## src/rtl/alu_arbiter.sv

```systemverilog
// -----------------------------------------------------------------------------
// alu_arbiter
//   Shares one combinational ALU between NREQ requesters (0 = execute,
//   1 = branch compare, 2 = CSR read-modify-write). Each cycle at most one
//   valid request is granted; its operands drive the ALU and the ALU result
//   is captured into a one-entry response slot tagged with the requester id.
//
// Configuration macro:
//   ALU_ARB_RR_EN  defined   -> round-robin priority with a rotating pointer
//                  undefined -> fixed priority, lowest index wins
//
// Ports:
//   i_clk, i_rst_n      clock, asynchronous active-low reset
//   i_req_valid         per-requester valid (NREQ bits)
//   o_req_ready         per-requester grant, one-hot or zero (combinational)
//   i_req_op/a/b        packed per-requester op codes and operands
//   i_flush             drops slot contents and blocks grants this cycle
//   o_alu_op/data_1/2   ALU operand drive (combinational)
//   i_alu_result        ALU result, same cycle
//   o_rsp_valid/id/result  registered response slot
//   i_rsp_ready         consumer takes the response this cycle
// -----------------------------------------------------------------------------

`ifndef XLEN
`define XLEN 32
`endif
`ifndef ALUOPS
`define ALUOPS 4
`endif
`ifndef ADD
`define ADD 4'd0
`endif
`ifndef SUB
`define SUB 4'd1
`endif
`ifndef AND
`define AND 4'd2
`endif
`ifndef OR
`define OR 4'd3
`endif
`ifndef XOR
`define XOR 4'd4
`endif

module alu_arbiter #(
    parameter int unsigned NREQ = 3,
    parameter int unsigned IDW  = 2
) (
    input  logic                     i_clk,
    input  logic                     i_rst_n,
    input  logic [NREQ-1:0]          i_req_valid,
    output logic [NREQ-1:0]          o_req_ready,
    input  logic [NREQ*`ALUOPS-1:0]  i_req_op,
    input  logic [NREQ*`XLEN-1:0]    i_req_a,
    input  logic [NREQ*`XLEN-1:0]    i_req_b,
    input  logic                     i_flush,
    output logic [`ALUOPS-1:0]       o_alu_op,
    output logic [`XLEN-1:0]         o_alu_data_1,
    output logic [`XLEN-1:0]         o_alu_data_2,
    input  logic [`XLEN-1:0]         i_alu_result,
    output logic                     o_rsp_valid,
    output logic [IDW-1:0]           o_rsp_id,
    output logic [`XLEN-1:0]         o_rsp_result,
    input  logic                     i_rsp_ready
);

    localparam int unsigned XLEN = `XLEN;
    localparam int unsigned OPW  = `ALUOPS;
    localparam int unsigned SELW = $clog2(NREQ);

    typedef enum logic {
        S_EMPTY = 1'b0,
        S_FULL  = 1'b1
    } state_e;

    state_e              state_q, state_d;
    logic [IDW-1:0]      rsp_id_q, rsp_id_d;
    logic [XLEN-1:0]     rsp_result_q, rsp_result_d;

    logic                slot_free_c;
    logic                gnt_any_c;
    logic [IDW-1:0]      gnt_idx_c;
    logic                grant_c;
    logic [NREQ-1:0]     gnt_oh_c;

    // Slot can accept a new result if empty or being drained this cycle.
    // Reset is folded in so nothing is granted while the block is held in reset.
    assign slot_free_c = (state_q == S_EMPTY) || i_rsp_ready;
    assign grant_c     = i_rst_n && slot_free_c && !i_flush && gnt_any_c;

`ifdef ALU_ARB_RR_EN
    localparam int unsigned CW = IDW + 1;

    logic [IDW-1:0] ptr_q, ptr_d;

    // Round-robin search: first valid requester at or after the pointer.
    always_comb begin : rr_select
        logic [CW-1:0] cand;
        gnt_any_c = 1'b0;
        gnt_idx_c = '0;
        cand      = '0;
        for (int unsigned i = 0; i < NREQ; i++) begin
            cand = CW'(ptr_q) + CW'(i);
            if (cand >= CW'(NREQ)) begin
                cand = cand - CW'(NREQ);
            end
            if (!gnt_any_c && i_req_valid[SELW'(cand)]) begin
                gnt_any_c = 1'b1;
                gnt_idx_c = IDW'(cand);
            end
        end
    end
`else
    // Fixed priority: lowest valid index wins.
    always_comb begin : fixed_select
        gnt_any_c = 1'b0;
        gnt_idx_c = '0;
        for (int unsigned i = 0; i < NREQ; i++) begin
            if (!gnt_any_c && i_req_valid[SELW'(i)]) begin
                gnt_any_c = 1'b1;
                gnt_idx_c = IDW'(i);
            end
        end
    end
`endif

    // One-hot ready for the granted requester.
    always_comb begin : ready_decode
        gnt_oh_c = '0;
        if (grant_c) begin
            gnt_oh_c[SELW'(gnt_idx_c)] = 1'b1;
        end
    end

    assign o_req_ready = gnt_oh_c;

    // ALU drive; idle value keeps the ALU inputs defined (ALU case has no default).
    always_comb begin : alu_drive
        o_alu_op     = OPW'(`ADD);
        o_alu_data_1 = '0;
        o_alu_data_2 = '0;
        if (grant_c) begin
            o_alu_op     = i_req_op[32'(gnt_idx_c) * OPW +: OPW];
            o_alu_data_1 = i_req_a[32'(gnt_idx_c) * XLEN +: XLEN];
            o_alu_data_2 = i_req_b[32'(gnt_idx_c) * XLEN +: XLEN];
        end
    end

    // Response slot next state.
    always_comb begin : slot_next
        state_d      = state_q;
        rsp_id_d     = rsp_id_q;
        rsp_result_d = rsp_result_q;
        if (i_flush) begin
            state_d = S_EMPTY;
        end else if (grant_c) begin
            state_d      = S_FULL;
            rsp_id_d     = gnt_idx_c;
            rsp_result_d = i_alu_result;
        end else if (slot_free_c) begin
            state_d = S_EMPTY;
        end
    end

`ifdef ALU_ARB_RR_EN
    // Pointer moves past the granted index, wrapping at NREQ-1.
    always_comb begin : ptr_next
        ptr_d = ptr_q;
        if (grant_c) begin
            ptr_d = (gnt_idx_c == IDW'(NREQ - 1)) ? '0 : gnt_idx_c + IDW'(1);
        end
    end

    always_ff @(posedge i_clk or negedge i_rst_n) begin : ptr_reg
        if (!i_rst_n) begin
            ptr_q <= '0;
        end else begin
            ptr_q <= ptr_d;
        end
    end
`endif

    always_ff @(posedge i_clk or negedge i_rst_n) begin : slot_reg
        if (!i_rst_n) begin
            state_q      <= S_EMPTY;
            rsp_id_q     <= '0;
            rsp_result_q <= '0;
        end else begin
            state_q      <= state_d;
            rsp_id_q     <= rsp_id_d;
            rsp_result_q <= rsp_result_d;
        end
    end

    assign o_rsp_valid  = (state_q == S_FULL);
    assign o_rsp_id     = rsp_id_q;
    assign o_rsp_result = rsp_result_q;

endmodule

```

## config.mk

```make
export PLATFORM = sky130hd
export DESIGN_NAME = alu_arbiter
export DESIGN_NICKNAME = d
export VERILOG_FILES = /design/src/rtl/alu_arbiter.sv
export SDC_FILE = /design/constraint.sdc
export NUM_CORES = 1
export LEC_CHECK = 0
export ABC_AREA = 1
export CAP_MARGIN = 20
export CELL_PAD_IN_SITES_DETAIL_PLACEMENT = 0
export CELL_PAD_IN_SITES_GLOBAL_PLACEMENT = 1
export CORE_MARGIN = 4
export CORE_UTILIZATION = 19
export CTS_CLUSTER_DIAMETER = 60
export DETAILED_ROUTE_END_ITERATION = 8
export PLACE_DENSITY = 0.95
export SYNTH_ARGS = -nofsm -noshare
export SYNTH_HDL_FRONTEND = slang
export SYNTH_SLANG_ARGS = --single-unit
```

## constraint.sdc

```tcl
create_clock -name i_clk -period 4.2 [get_ports i_clk]
set_input_delay 0.63 -clock i_clk [delete_from_list [all_inputs] [get_ports i_clk]]
set_output_delay 0.63 -clock i_clk [all_outputs]
set_load 0.02 [all_outputs]
```

==> impl_metrics.tcl, run 1 <==
set metrics [dict create \
    clockBufferDepth 2 \
    htree_levels 2 \
    layout_common_cells "nand2_1, clkdlybuf4s50_1, nand4_1, nand3_1, dfrtp_1" \
    postSynthCellCount 627 \
    relSlewSlack_pct 38.19 \
    via_per_inst 4.504 \
    cts_tree "done" \
    endpoint "o_alu_data_1[20]" \
    wire_per_inst_um 15.58 \
    worstPathRequired_ps 3570 \
    die_w_um 142.3 \
    worst_slew_pin_slew_ps 923.7 \
    clk_pin_slew_ps 50 \
    io_buffers 348 \
    ir_worst_vdd_v 0.0002628 \
    crit_path_start "i_req_valid[1]" \
    io_pins 349 \
    final_cells 1167 \
    dpl_cell_area_sq_um 7086 \
    syn2layout_area_growth_pct 111.0 \
    dp_slack_ps 545.1 \
    drive_gt1_share_pct 3.397 \
    clkLatencyLatePin_ps 270 \
    antenna_cells 0 \
    tns_ps 0 \
    cts_sinks 35 \
    vias 5256 \
    synth_area_per_cell_sq_um 5.462 \
    dieArea_sq_um 20240 \
    synth-seq-area-share_pct 25.58 \
    initial_core_util_pct 19.59 \
    nNetsFinal 1184 \
    row_count 48 \
    clock-root-buffer "clkbuf_16" \
    setup.worst_path.start_class "primary input" \
    core_sq_um 17480 \
    ff2ff_setup_slack_ps 2610 \
    r2r_cells 7 \
    synthTopCellsByArea "nand2_1, dfrtp_1, nand4_1" \
    syn_area_sq_um 3425 \
    grt_overflow 0 \
    crit_type "primary input to output pin" \
    synth_top_area_cell "nand2_1" \
    synth_cell_types 17 \
    gp_congestion 0.9325 \
    synth_top_area_share_pct 41.32 \
    hold_class "primary input to asynchronous set/reset pin" \
    antenna_found_initial 0 \
    ys_warn_count 0 \
    first_global_vias 5218 \
    skew_ps 5.265 \
    antenna_left 0 \
    setup_ws_ps 530.9 \
    grt_pass1_wl_mm 27.50 \
    synth-seq-cells 35 \
    post-route-cell-area_sq_um 7227 \
    synth_nets 870 \
    cts_buffers 5 \
    dp_cells 1159 \
    r2r_start "o_rsp_valid" \
    cts_setup_buffers 0 \
    grt_max_degree 70 \
    worstReg2RegEnd "o_rsp_valid" \
    final-hold-violation-count 0 \
    status "completed" \
    drc 0 \
    holdBufCountCts 0 \
    setup_viol 0 \
    grt_use_total_pct 16.62 \
    fmax_ghz 0.2725 \
    crit_arrival_ps 3040 \
    detail_route.iter0.violations 199 \
    firstDrtPassIters 5 \
    chipHeight_um 142.3 \
    cap_viol_max_count 0 \
    period_share_pct 87.36 \
    final_common_cell "nand2_1" \
    slew_violations 0 \
    cellLeakagePower_nw 3.407 \
    rsz0062_at_grt "false" \
    hpwl_mm 14.21 \
    powerDensity_nw_per_um2 213.9 \
    path_max_fanout 38 \
    routed_wl_mm 18.18 \
    cts_resized 0 \
    fin_crit_ps 3669 \
    endpoint_kind "output pin" \
]
[power by group]
group | internal [mW] | switching, mW | total, mW
clock | 0.218 | 0.131 | 0.349
sequential | 0.392 | 0.0323 | 0.425
combinational | 0.413 | 0.360 | 0.773
[cell families after synthesis]
family                 Yosys count  share of synthesized area (%)
AO/OA/AOI/OAI                    2                         0.4018
buffers and inverters           67                          8.695
flip-flops                      35                          25.58
AND/OR/NAND/NOR                523                          65.33
[cell usage after synthesis, drive strengths merged]
master  instances
buf            37
nand4          68
nor2            7
o21ai           2
dfrtp          35
nor3            1
nand3          68
nand2         379
inv            11
clkbuf         19
[final cells by class]
cell class	count	area, sq um
inverters	11	41.29
fillers	1848	10250
multi-input cells	525	2276
flip-flops and latches	35	875.8
well taps	225	281.5
clock buffers	6	128.9
clock inverters	2	12.51
repair buffers	363	3611
[worst max-delay path, cell delays in order]
cell and delay, ps:
clkdlybuf4s50_1 510, o21ai_4 760, buf_12 290, nand4_1 130
nand2_1 90, clkdlybuf4s50_1 600
[worst min-delay path by stage]
stage                       endpoint             start  slack (ps)  cells after the start
finish                   o_rsp_valid           i_rst_n         190                      1
global route             o_rsp_valid           i_rst_n         200                      1
CTS                      o_rsp_valid           i_rst_n         190                      1
detailed placement  o_rsp_result[26]  o_rsp_result[26]         460                      2
global placement         o_rsp_id[1]       o_rsp_id[1]         460                      2
floorplan                o_rsp_id[0]           i_rst_n         330                      0
[registers in the layout, indices dropped and copies added (netlist names)]
| name | cells |
|---|---|
| o_rsp_valid | 1 |
| o_rsp_id | 2 |
| o_rsp_result | 32 |
[through the flow]
| stage | total power, mW | util, % | hold WS (ps) |
|---|---|---|---|
| after floorplan | 0.7281 | - | 334.4 |
| after global placement | 1.201 | 40.54 | 457.0 |
| after detailed placement | 1.209 | 40.54 | 464.9 |
| after CTS | 1.568 | 41.35 | 194.6 |
| after global routing | 1.637 | 41.35 | 200.8 |
| final | 1.546 | 41.35 | 193.8 |
[routing by layer]
metal | vias up | track usage [%] | routed length [um]
met5 | - | 0 | 0
met4 | 0 | 3.939 | 373
met3 | 24 | 4.435 | 1673
met2 | 263 | 29.86 | 8948
met1 | 2317 | 19.71 | 7187
li1 | 2652 | - | -
(Power assumes the default switching activity.)
==> run 2: changes to the inputs <==
CORE_MARGIN = default   (was 4)
==> impl_metrics.tcl, run 2 (synthesis results as in run 1) <==
set metrics [dict create \
    cp_cell_sequence "clkdlybuf4s50_1 > o21ai_4 > buf_12 > nand4_1 > nand2_1 > clkdlybuf4s50_1" \
    cts_tree "done" \
    clock-root-buffer "clkbuf_16" \
    drive_gt1_share_pct 3.088 \
    cpPeakStageDelay_ps 640 \
    cellLeakagePower_nw 3.424 \
    hold_class "register to register" \
    drc 0 \
    nNetsFinal 1181 \
    powerDensity_nw_per_um2 221.7 \
    grt_overflow 0 \
    ff2ff_setup_slack_ps 2620 \
    chipHeight_um 136.3 \
    via_per_inst 4.441 \
    io_pins 349 \
    routed.top_layer "met4" \
    first_global_vias 4770 \
    holdPathStages 2 \
    clk_pin_slew_ps 50 \
    slew_violations 0 \
    core_sq_um 17480 \
    holdBufCountCts 0 \
    antenna_cells 0 \
    fmax_ghz 0.2783 \
    cts_buffers 5 \
    io_buffers 348 \
    ir_worst_vdd_v 0.0002338 \
    detail_route.iter0.violations 191 \
    wire_per_inst_um 14.77 \
    r2r_start "o_rsp_valid" \
    crit_buf_inv 3 \
    dieArea_sq_um 18560 \
    skew_ps 4.883 \
    htree_levels 2 \
    setup.worst_path.start_class "primary input" \
    hold_end "o_rsp_id[1]" \
    crit_slowest_cell "o21ai_4" \
    worstPathRequired_ps 3570 \
    endpoint_kind "output pin" \
    grt_use_total_pct 17.16 \
    row_count 48 \
    period_share_pct 85.55 \
    hold-worst-slack_ps 468.5 \
    worst_slew_pin_slew_ps 790.9 \
    layout_common_cells "nand2_1, clkdlybuf4s50_1, nand4_1, nand3_1, dfrtp_1" \
    syn2layout_area_growth_pct 112.4 \
    r2r_cells 7 \
    rsz0062_at_grt "false" \
    grt_pass1_wl_mm 25.08 \
    routed_wl_mm 17.20 \
    cts_sinks 35 \
    setup_viol 0 \
    antenna_found_initial 0 \
    status "completed" \
    fin_crit_ps 3593 \
    firstDrtPassIters 4 \
    initial_core_util_pct 19.59 \
    cts_resized 0 \
    vias 5169 \
    crit_type "primary input to output pin" \
    final-hold-violation-count 0 \
    grt_max_degree 101 \
    wl_met2_mm 8.276 \
    relSlewSlack_pct 47.27 \
    final_common_cell "nand2_1" \
    tns_ps 0 \
    largest_reg_flops 32 \
    cts_setup_buffers 0 \
    gp_congestion 0.8182 \
    clockBufferDepth 2 \
    crit_family "buffers and inverters" \
    path_max_fanout 43 \
    antenna_left 0 \
    worstHoldStart "o_rsp_id[1]" \
    hpwl_mm 12.83 \
    crit_arrival_ps 2960 \
    die_w_um 136.3 \
    clkLatencyLatePin_ps 270 \
    met3WireLength_mm 1.644 \
    crit_top_cell "clkdlybuf4s50_1" \
    cap_viol_max_count 0 \
    filler_cell_count 1803 \
    wl_met1_mm 6.988 \
    worstReg2RegEnd "o_rsp_valid" \
]
run 2: metrics by stage:
step                total power [mW]  cell area, sq um  utilization, %  cells  setup slack (ps)
floorplan                     0.7281              3425               -    627              1862
CTS                            1.633              7274           41.62   1164             604.9
global route                   1.702              7274           41.62   1164             489.5
global placement               1.203              7106           40.66   1156             608.2
detailed placement             1.209              7106           40.66   1156             601.5
finish                         1.613              7274           41.62   1164             606.7
run 2: layout make-up:
type	instances	area, sq um	area share, %
timing repair buffer	360	3631	49.91
multi-input combinational	525	2276	31.29
sequential	35	875.8	12.04
tap	225	281.5	3.870
clock buffer	5	125.1	1.720
clock inverter	3	43.79	0.6020
inverter	11	41.29	0.5676
run 2: layer usage:
metal | vias up | global-route usage [%]
met5 | - | 0
li1 | 2654 | -
met1 | 2240 | 21.16
met4 | 0 | 4.012
met3 | 19 | 4.362
met2 | 256 | 29.61
run 2: worst max path at each step:
stage               depth (start not counted)  slack, ps           start          endpoint
finish                                      6        610  i_req_valid[1]  o_alu_data_1[16]
global route                                6        490  i_req_valid[1]  o_alu_data_1[16]
CTS                                         6        600  i_req_valid[1]  o_alu_data_1[16]
detailed placement                          6        600  i_req_valid[1]  o_alu_data_1[16]
global placement                            6        610  i_req_valid[1]  o_alu_data_1[16]
floorplan                                   6       1860  i_req_valid[2]    o_req_ready[0]
run 2: worst reg2reg max path: stages, from the launching register on:
cell	delay (ps)
dfrtp_1	360
inv_1	50
nor2_1	200
nor2_4	70
buf_12	180
nand2_2	90
buf_4	320
o21ai_0	160
run 2: report_power, final:
group	switching [mW]	internal (mW)	leakage (nW)
clock	0.134	0.279	0.0838
combinational	0.363	0.416	2.90
sequential	0.0283	0.392	0.437
total	0.526	1.09	3.42
==> run 3: changes to the inputs <==
CAP_MARGIN = default   (was 20)
==> results of run 3 <==
Final layout, timing and power as in run 2 (identical DEF).
